[src/rtl/if_stage_if.sv]
// Instruction-memory fetch bus between the IF stage (master) and instruction memory (slave).
interface if_stage_if #(
  parameter int PC_W = 64
) ();
  logic            imem_req;
  logic [PC_W-1:0] imem_addr;
  logic            imem_valid;
  logic [31:0]     imem_rdata;

  modport master (output imem_req, output imem_addr, input imem_valid, input imem_rdata);
  modport slave  (input imem_req, input imem_addr, output imem_valid, output imem_rdata);
endinterface

[src/rtl/if_stage.sv]
// Instruction-fetch stage and IF/ID register: single outstanding fetch, one-entry hold
// buffer for responses that land during a stall, redirect with stale-response discard.
module if_stage #(
  parameter int              PC_W     = 64,
  parameter logic [PC_W-1:0] RESET_PC = {PC_W{1'b0}}
) (
  input  logic            clk,
  input  logic            rst_n,
  if_stage_if.master      imem,
  input  logic            stall,
  input  logic            branch_taken,
  input  logic [PC_W-1:0] branch_target,
  input  logic            jump,
  input  logic [PC_W-1:0] jump_target,
  output logic            if_id_valid,
  output logic [31:0]     if_id_inst,
  output logic [PC_W-1:0] if_id_pc4,
  output logic [5:0]      opcode
);

  typedef enum logic [1:0] {
    IDLE    = 2'd0,
    WAIT    = 2'd1,
    DISCARD = 2'd2
  } state_e;

  state_e          state_q, state_d;
  logic [PC_W-1:0] pc_q, pc_d;
  logic [PC_W-1:0] req_pc_q, req_pc_d;
  logic            boot_done_q;
  logic            hold_valid_q, hold_valid_d;
  logic [31:0]     hold_inst_q, hold_inst_d;
  logic [PC_W-1:0] hold_pc4_q, hold_pc4_d;
  logic            ifid_valid_q, ifid_valid_d;
  logic [31:0]     ifid_inst_q, ifid_inst_d;
  logic [PC_W-1:0] ifid_pc4_q, ifid_pc4_d;

  logic            redirect_s;
  logic [PC_W-1:0] redirect_pc_s;
  logic            advance_s;
  logic            deliver_s;
  logic            to_ifid_s;
  logic            issue_s;
  logic [PC_W-1:0] resp_pc4_s;

  // Next-state, redirect, issue and IF/ID/hold steering
  always_comb begin
    state_d      = state_q;
    pc_d         = pc_q;
    req_pc_d     = req_pc_q;
    hold_valid_d = hold_valid_q;
    hold_inst_d  = hold_inst_q;
    hold_pc4_d   = hold_pc4_q;
    ifid_valid_d = ifid_valid_q;
    ifid_inst_d  = ifid_inst_q;
    ifid_pc4_d   = ifid_pc4_q;

    // Branch from EX beats both stall and an ID-stage jump
    redirect_s    = branch_taken | (jump & ~stall);
    redirect_pc_s = branch_taken ? branch_target : jump_target;
    advance_s     = (~stall | ~ifid_valid_q) & ~redirect_s;
    deliver_s     = (state_q == WAIT) & imem.imem_valid & ~redirect_s;
    to_ifid_s     = deliver_s & advance_s & ~hold_valid_q;
    resp_pc4_s    = req_pc_q + PC_W'(4);
    issue_s       = boot_done_q & ~redirect_s & ~hold_valid_q &
                    ((state_q == IDLE) | to_ifid_s);

    imem.imem_req  = issue_s;
    imem.imem_addr = issue_s ? pc_q : {PC_W{1'b0}};

    case (state_q)
      IDLE: begin
        if (issue_s) state_d = WAIT;
        else         state_d = IDLE;
      end
      WAIT: begin
        if (redirect_s)           state_d = imem.imem_valid ? IDLE : DISCARD;
        else if (imem.imem_valid) state_d = issue_s ? WAIT : IDLE;
        else                      state_d = WAIT;
      end
      DISCARD: begin
        if (imem.imem_valid) state_d = IDLE;
        else                 state_d = DISCARD;
      end
      default: state_d = IDLE;
    endcase

    if (redirect_s) begin
      pc_d = redirect_pc_s;
    end else if (issue_s) begin
      pc_d     = pc_q + PC_W'(4);
      req_pc_d = pc_q;
    end else begin
      pc_d = pc_q;
    end

    if (redirect_s) begin
      ifid_valid_d = 1'b0;
      ifid_inst_d  = 32'h0;
      hold_valid_d = 1'b0;
      hold_inst_d  = 32'h0;
    end else begin
      // The hold buffer is older than anything arriving now, so it drains first
      if (advance_s) begin
        if (hold_valid_q) begin
          ifid_valid_d = 1'b1;
          ifid_inst_d  = hold_inst_q;
          ifid_pc4_d   = hold_pc4_q;
          hold_valid_d = 1'b0;
          hold_inst_d  = 32'h0;
        end else if (to_ifid_s) begin
          ifid_valid_d = 1'b1;
          ifid_inst_d  = imem.imem_rdata;
          ifid_pc4_d   = resp_pc4_s;
        end else begin
          ifid_valid_d = 1'b0;
          ifid_inst_d  = 32'h0;
        end
      end else begin
        ifid_valid_d = ifid_valid_q;
      end
      if (deliver_s & ~to_ifid_s) begin
        hold_valid_d = 1'b1;
        hold_inst_d  = imem.imem_rdata;
        hold_pc4_d   = resp_pc4_s;
      end else begin
        hold_pc4_d = hold_pc4_d;
      end
    end
  end

  // State, PC, hold buffer and IF/ID registers
  always_ff @(posedge clk or negedge rst_n) begin
    if (!rst_n) begin
      state_q      <= IDLE;
      pc_q         <= RESET_PC;
      req_pc_q     <= {PC_W{1'b0}};
      boot_done_q  <= 1'b0;
      hold_valid_q <= 1'b0;
      hold_inst_q  <= 32'h0;
      hold_pc4_q   <= {PC_W{1'b0}};
      ifid_valid_q <= 1'b0;
      ifid_inst_q  <= 32'h0;
      ifid_pc4_q   <= {PC_W{1'b0}};
    end else begin
      state_q      <= state_d;
      pc_q         <= pc_d;
      req_pc_q     <= req_pc_d;
      boot_done_q  <= 1'b1;
      hold_valid_q <= hold_valid_d;
      hold_inst_q  <= hold_inst_d;
      hold_pc4_q   <= hold_pc4_d;
      ifid_valid_q <= ifid_valid_d;
      ifid_inst_q  <= ifid_inst_d;
      ifid_pc4_q   <= ifid_pc4_d;
    end
  end

  assign if_id_valid = ifid_valid_q;
  assign if_id_inst  = ifid_inst_q;
  assign if_id_pc4   = ifid_pc4_q;
  assign opcode      = ifid_inst_q[31:26];

endmodule

[src/flat_wrapper.sv]
// flat-port wrapper written by rule: the top's interface ports become plain ports
module if_stage_flat 
#(
  parameter int              PC_W     = 64,
  parameter logic [PC_W-1:0] RESET_PC = {PC_W{1'b0}}
)
  (clk, rst_n, stall, branch_taken, branch_target, jump, jump_target, if_id_valid, if_id_inst, if_id_pc4, opcode, imem_imem_req, imem_imem_addr, imem_imem_valid, imem_imem_rdata);
  if_stage_if #(.PC_W(PC_W)) imem_i ();
  input  logic clk;
  input  logic rst_n;
  input  logic stall;
  input  logic branch_taken;
  input  logic [PC_W-1:0] branch_target;
  input  logic jump;
  input  logic [PC_W-1:0] jump_target;
  output logic if_id_valid;
  output logic [31:0] if_id_inst;
  output logic [PC_W-1:0] if_id_pc4;
  output logic [5:0] opcode;
  output wire logic [$bits(imem_i.imem_req)-1:0] imem_imem_req;
  output wire logic [$bits(imem_i.imem_addr)-1:0] imem_imem_addr;
  input wire logic [$bits(imem_i.imem_valid)-1:0] imem_imem_valid;
  input wire logic [$bits(imem_i.imem_rdata)-1:0] imem_imem_rdata;
  assign imem_imem_req = imem_i.imem_req;
  assign imem_imem_addr = imem_i.imem_addr;
  assign imem_i.imem_valid = imem_imem_valid;
  assign imem_i.imem_rdata = imem_imem_rdata;
  if_stage #(.PC_W(PC_W), .RESET_PC(RESET_PC)) u_core (.clk(clk), .rst_n(rst_n), .imem(imem_i), .stall(stall), .branch_taken(branch_taken), .branch_target(branch_target), .jump(jump), .jump_target(jump_target), .if_id_valid(if_id_valid), .if_id_inst(if_id_inst), .if_id_pc4(if_id_pc4), .opcode(opcode));
endmodule
[config.mk]
export PLATFORM = sky130hd
export DESIGN_NAME = if_stage_flat
export DESIGN_NICKNAME = d
export VERILOG_FILES = /design/src/rtl/if_stage_if.sv /design/src/rtl/if_stage.sv /design/src/flat_wrapper.sv
export SDC_FILE = /design/constraint.sdc
export NUM_CORES = 1
export LEC_CHECK = 0
export ABC_CLOCK_PERIOD_IN_PS = 3100
export BUFFER_PORTS_ARGS = -buffer_cell sky130_fd_sc_hd__buf_2
export CAP_MARGIN = 20
export CORE_MARGIN = 2
export CORE_UTILIZATION = 45
export CTS_CLUSTER_SIZE = 24
export DETAILED_ROUTE_END_ITERATION = 16
export GPL_TIMING_DRIVEN = 0
export PLACE_DENSITY = 0.68
export SYNTH_ARGS = -nofsm -noshare
export SYNTH_HDL_FRONTEND = slang
export SYNTH_SLANG_ARGS = --single-unit
[constraint.sdc]
create_clock -name clk -period 3.1 [get_ports clk]
set_input_delay 0.155 -clock clk [delete_from_list [all_inputs] [get_ports clk]]
set_output_delay 0.155 -clock clk [all_outputs]
set_load 0.01 [all_outputs]
==> impl_metrics.ini <==
[yosys]
ys_seq_elements = 325
synth_top_area_share_pct = 50.4
synth_warnings = 0
synth_cell_type_count = 75
synthesis.nets = 1889
yosysSeqAreaShare_pct = 50.4
yosys-top-cells-area = dfrtp_1 (50%), nand2_1 (5.4%), o21ai_0 (4.8%)
synth_cells = 1721
yosys.area.top_type = dfrtp_1
synth_commonest_cells = dfrtp_1 (325), nand2_1 (231), o21ai_0 (154)
synth-edff-count = 0
synthesis.area_sq_um = 16100
yosysMostFrequentCell = dfrtp_1
ys.flop_type = dfrtp_1
synth_area_per_cell_sq_um = 9.37
async_flop_share_pct = 100

[timing]
finalWorstPathRequiredPeriod_ps = 3040
holdWs_ps = 15.9
maxSlewViolCount = 0
fmax_ghz = 0.329
relSlewSlack_pct = 37.5
setup_ws_ps = 59.0
worst_pin_slew_ps = 934
post-route-period-util_pct = 98.1
rsz0062_at_grt = no
setup_violations = 0
hold_viol_final = 0
finClkSkew_ps = 21.2

[clocking]
clkLatencyLatePin_ps = 530
cts_buffer_depth = 3
cts_sinks = 325
htreeDepth = 2
clkTransAtPathRegs_ps = 60
cts_tree = done
cts_buffers = 36
cts_root_buffer = clkbuf_16

[routing]
ant_nets = 0
detail_route.wirelength_um = 57100
viasPerCell = 5.75
routedWlPerCell_um = 21.1
drc = 0
routed-via-count = 15600
firstDrtPassIters = 9
dr.first_iter.drc_count = 1476

[layout]
layout-drive-gt1-share_pct = 20.5
fin_cells = 2705
utilization_pct = 59.1
area_growth_syn_to_layout_pct = 29.8
fin_nets = 2389

[floorplanning]
die_x_um = 193
initial_core_util_pct = 45.6
die_height_um = 193
io_pins = 334
placementRows = 69
core_area_sq_um = 35400
die-area_sq_um = 37400

[critical_path]
worst_ep_arrival_time_ps = 2890
crit_fanout = 10
path_buf_inv = 5
endpoint_kind = primary output
crit_slowest_cell = clkbuf_1
cpPeakStageDelay_ps = 470
cpLargestDelayFamily = buffers and inverters
worstSetupPathType = flip-flop to primary output
startpoint_type = flip-flop
required_ps = 2940
path_cells = clkbuf_1 -> nor3b_2 -> o2111ai_4 -> inv_2 -> clkbuf_1 -> clkbuf_2 -> buf_2
critPathMostFrequentCell = clkbuf_1

[place]
dp_hpwl_um = 42900
dpl.cell_count = 2517
place_ws_ps = 159
place.gp.congestion = 0.962
numPortBuffers = 332

[min_path]
hold_path_class = input pin to flip-flop

[run]
cap_violations = 0

[power]
p_leak_nw = 9.90
vdd_drop_max_mv = 0.385
p_per_area_nw_per_um2 = 561

[grt]
track_usage_pct = 30.0
antenna_found_initial = 2
grt_pass1_vias = 15400
grt_pass1_wl_um = 88400
grt-ovfl-total = 0
grt_max_degree = 101

[outcome]
outcome = complete, no violations
==> routing by layer <==
layer	up-vias	global-route usage (%)	routed length (um)
met2	793	48.5	26500
met3	146	4.74	4290
met1	7460	40.0	23800
met5	-	0	0
li1	7154	-	-
met4	0	13.2	2580
==> worst min-delay path, delay by kind of cell <==
family,cells,cell delay [ps]
simple gates,1,160
buf+inv,1,100
compound gates,1,70
==> placed cells by master, fill, tap and decap left out, types with 38 or more instances in the layout <==
| master | count |
|---|---|
| nand4_1 | 55 |
| dfrtp_1 | 325 |
| and2_1 | 57 |
| o21ai_0 | 154 |
| dlygate4sd3_1 | 123 |
| xor2_1 | 59 |
| nor3_1 | 38 |
| nor2_1 | 103 |
| nand3_1 | 65 |
| clkbuf_1 | 97 |
| a21o_1 | 63 |
| nand2_1 | 231 |
| a21oi_1 | 77 |
| buf_2 | 340 |
==> area by class of cell <==
cell class | count | area, sq um
Antenna cell | 2 | 5.00
Buffer | 124 | 552
Clock buffer | 48 | 1020
Clock inverter | 11 | 140
Fill cell | 3155 | 14500
Inverter | 30 | 113
Multi-Input combinational cell | 1242 | 7380
Sequential cell | 325 | 8130
Tap cell | 461 | 577
Timing Repair Buffer | 462 | 3020
==> flip-flops by register name, indices dropped and copies added, names as in the netlist <==
register             flops
u_core.state_q           2
u_core.if_id_inst       32
u_core.req_pc_q         64
u_core.boot_done_q       1
u_core.hold_pc4_q       64
u_core.pc_q             64
u_core.if_id_pc4        64
u_core.if_id_valid       1
u_core.hold_valid_q      1
u_core.hold_inst_q      32
==> cells by family (layout without fill, tap and decap cells) <==
family,Yosys count,after routing,synth area share [%]
xor gates and xnor gates,93,93,5.05
buffers and inverters,154,675,4.06
and+or+nand+nor,648,648,19.8
muxes,26,26,1.74
DFF,325,325,50.4
other,1,3,0.0232
AOI/OAI and AO/OA,472,472,18.8
adders and majority gates,2,2,0.155
==> final timing paths <==
path	end	start	slack (ps)	cells after the start
hold reg to reg	u_core.if_id_pc4[61]	u_core.if_id_pc4[61]	470	2
max in group asynchronous	u_core.pc_q[9]	rst_n	1640	4
setup reg to reg	u_core.pc_q[37]	u_core.if_id_valid	70	8
setup / recovery	imem_imem_req	u_core.hold_valid_q	60	7
hold / removal	u_core.pc_q[19]	jump_target[19]	20	3
min in group asynchronous	u_core.if_id_pc4[49]	rst_n	180	2
==> repair_timing <==
action	CTS	global route
pin swaps	0	2
hold buffers	123	0
endpoints found under the hold margin	193	0
resized for setup	6	11
setup buffers	0	4
setup endpoints to repair	40	65
==> metrics by stage <==
stage          power, mW  setup TNS [ps]  instance area, sq um
2_1_floorplan       6.32               0                 16100
3_3_place_gp        7.30        -1380020                 18400
3_5_place_dp        7.37               0                 18500
4_1_cts             11.8               0                 20900
5_1_grt             12.2               0                 20900
6_report            11.7               0                 20900
==> report_power, final <==
part	total [mW]	switching [mW]	internal [mW]
Clock	4.26	1.72	2.55
Sequential	5.32	0.554	4.76
Combinational	2.16	1.20	0.957
Note: power is estimated with default switching activity, not from simulation.
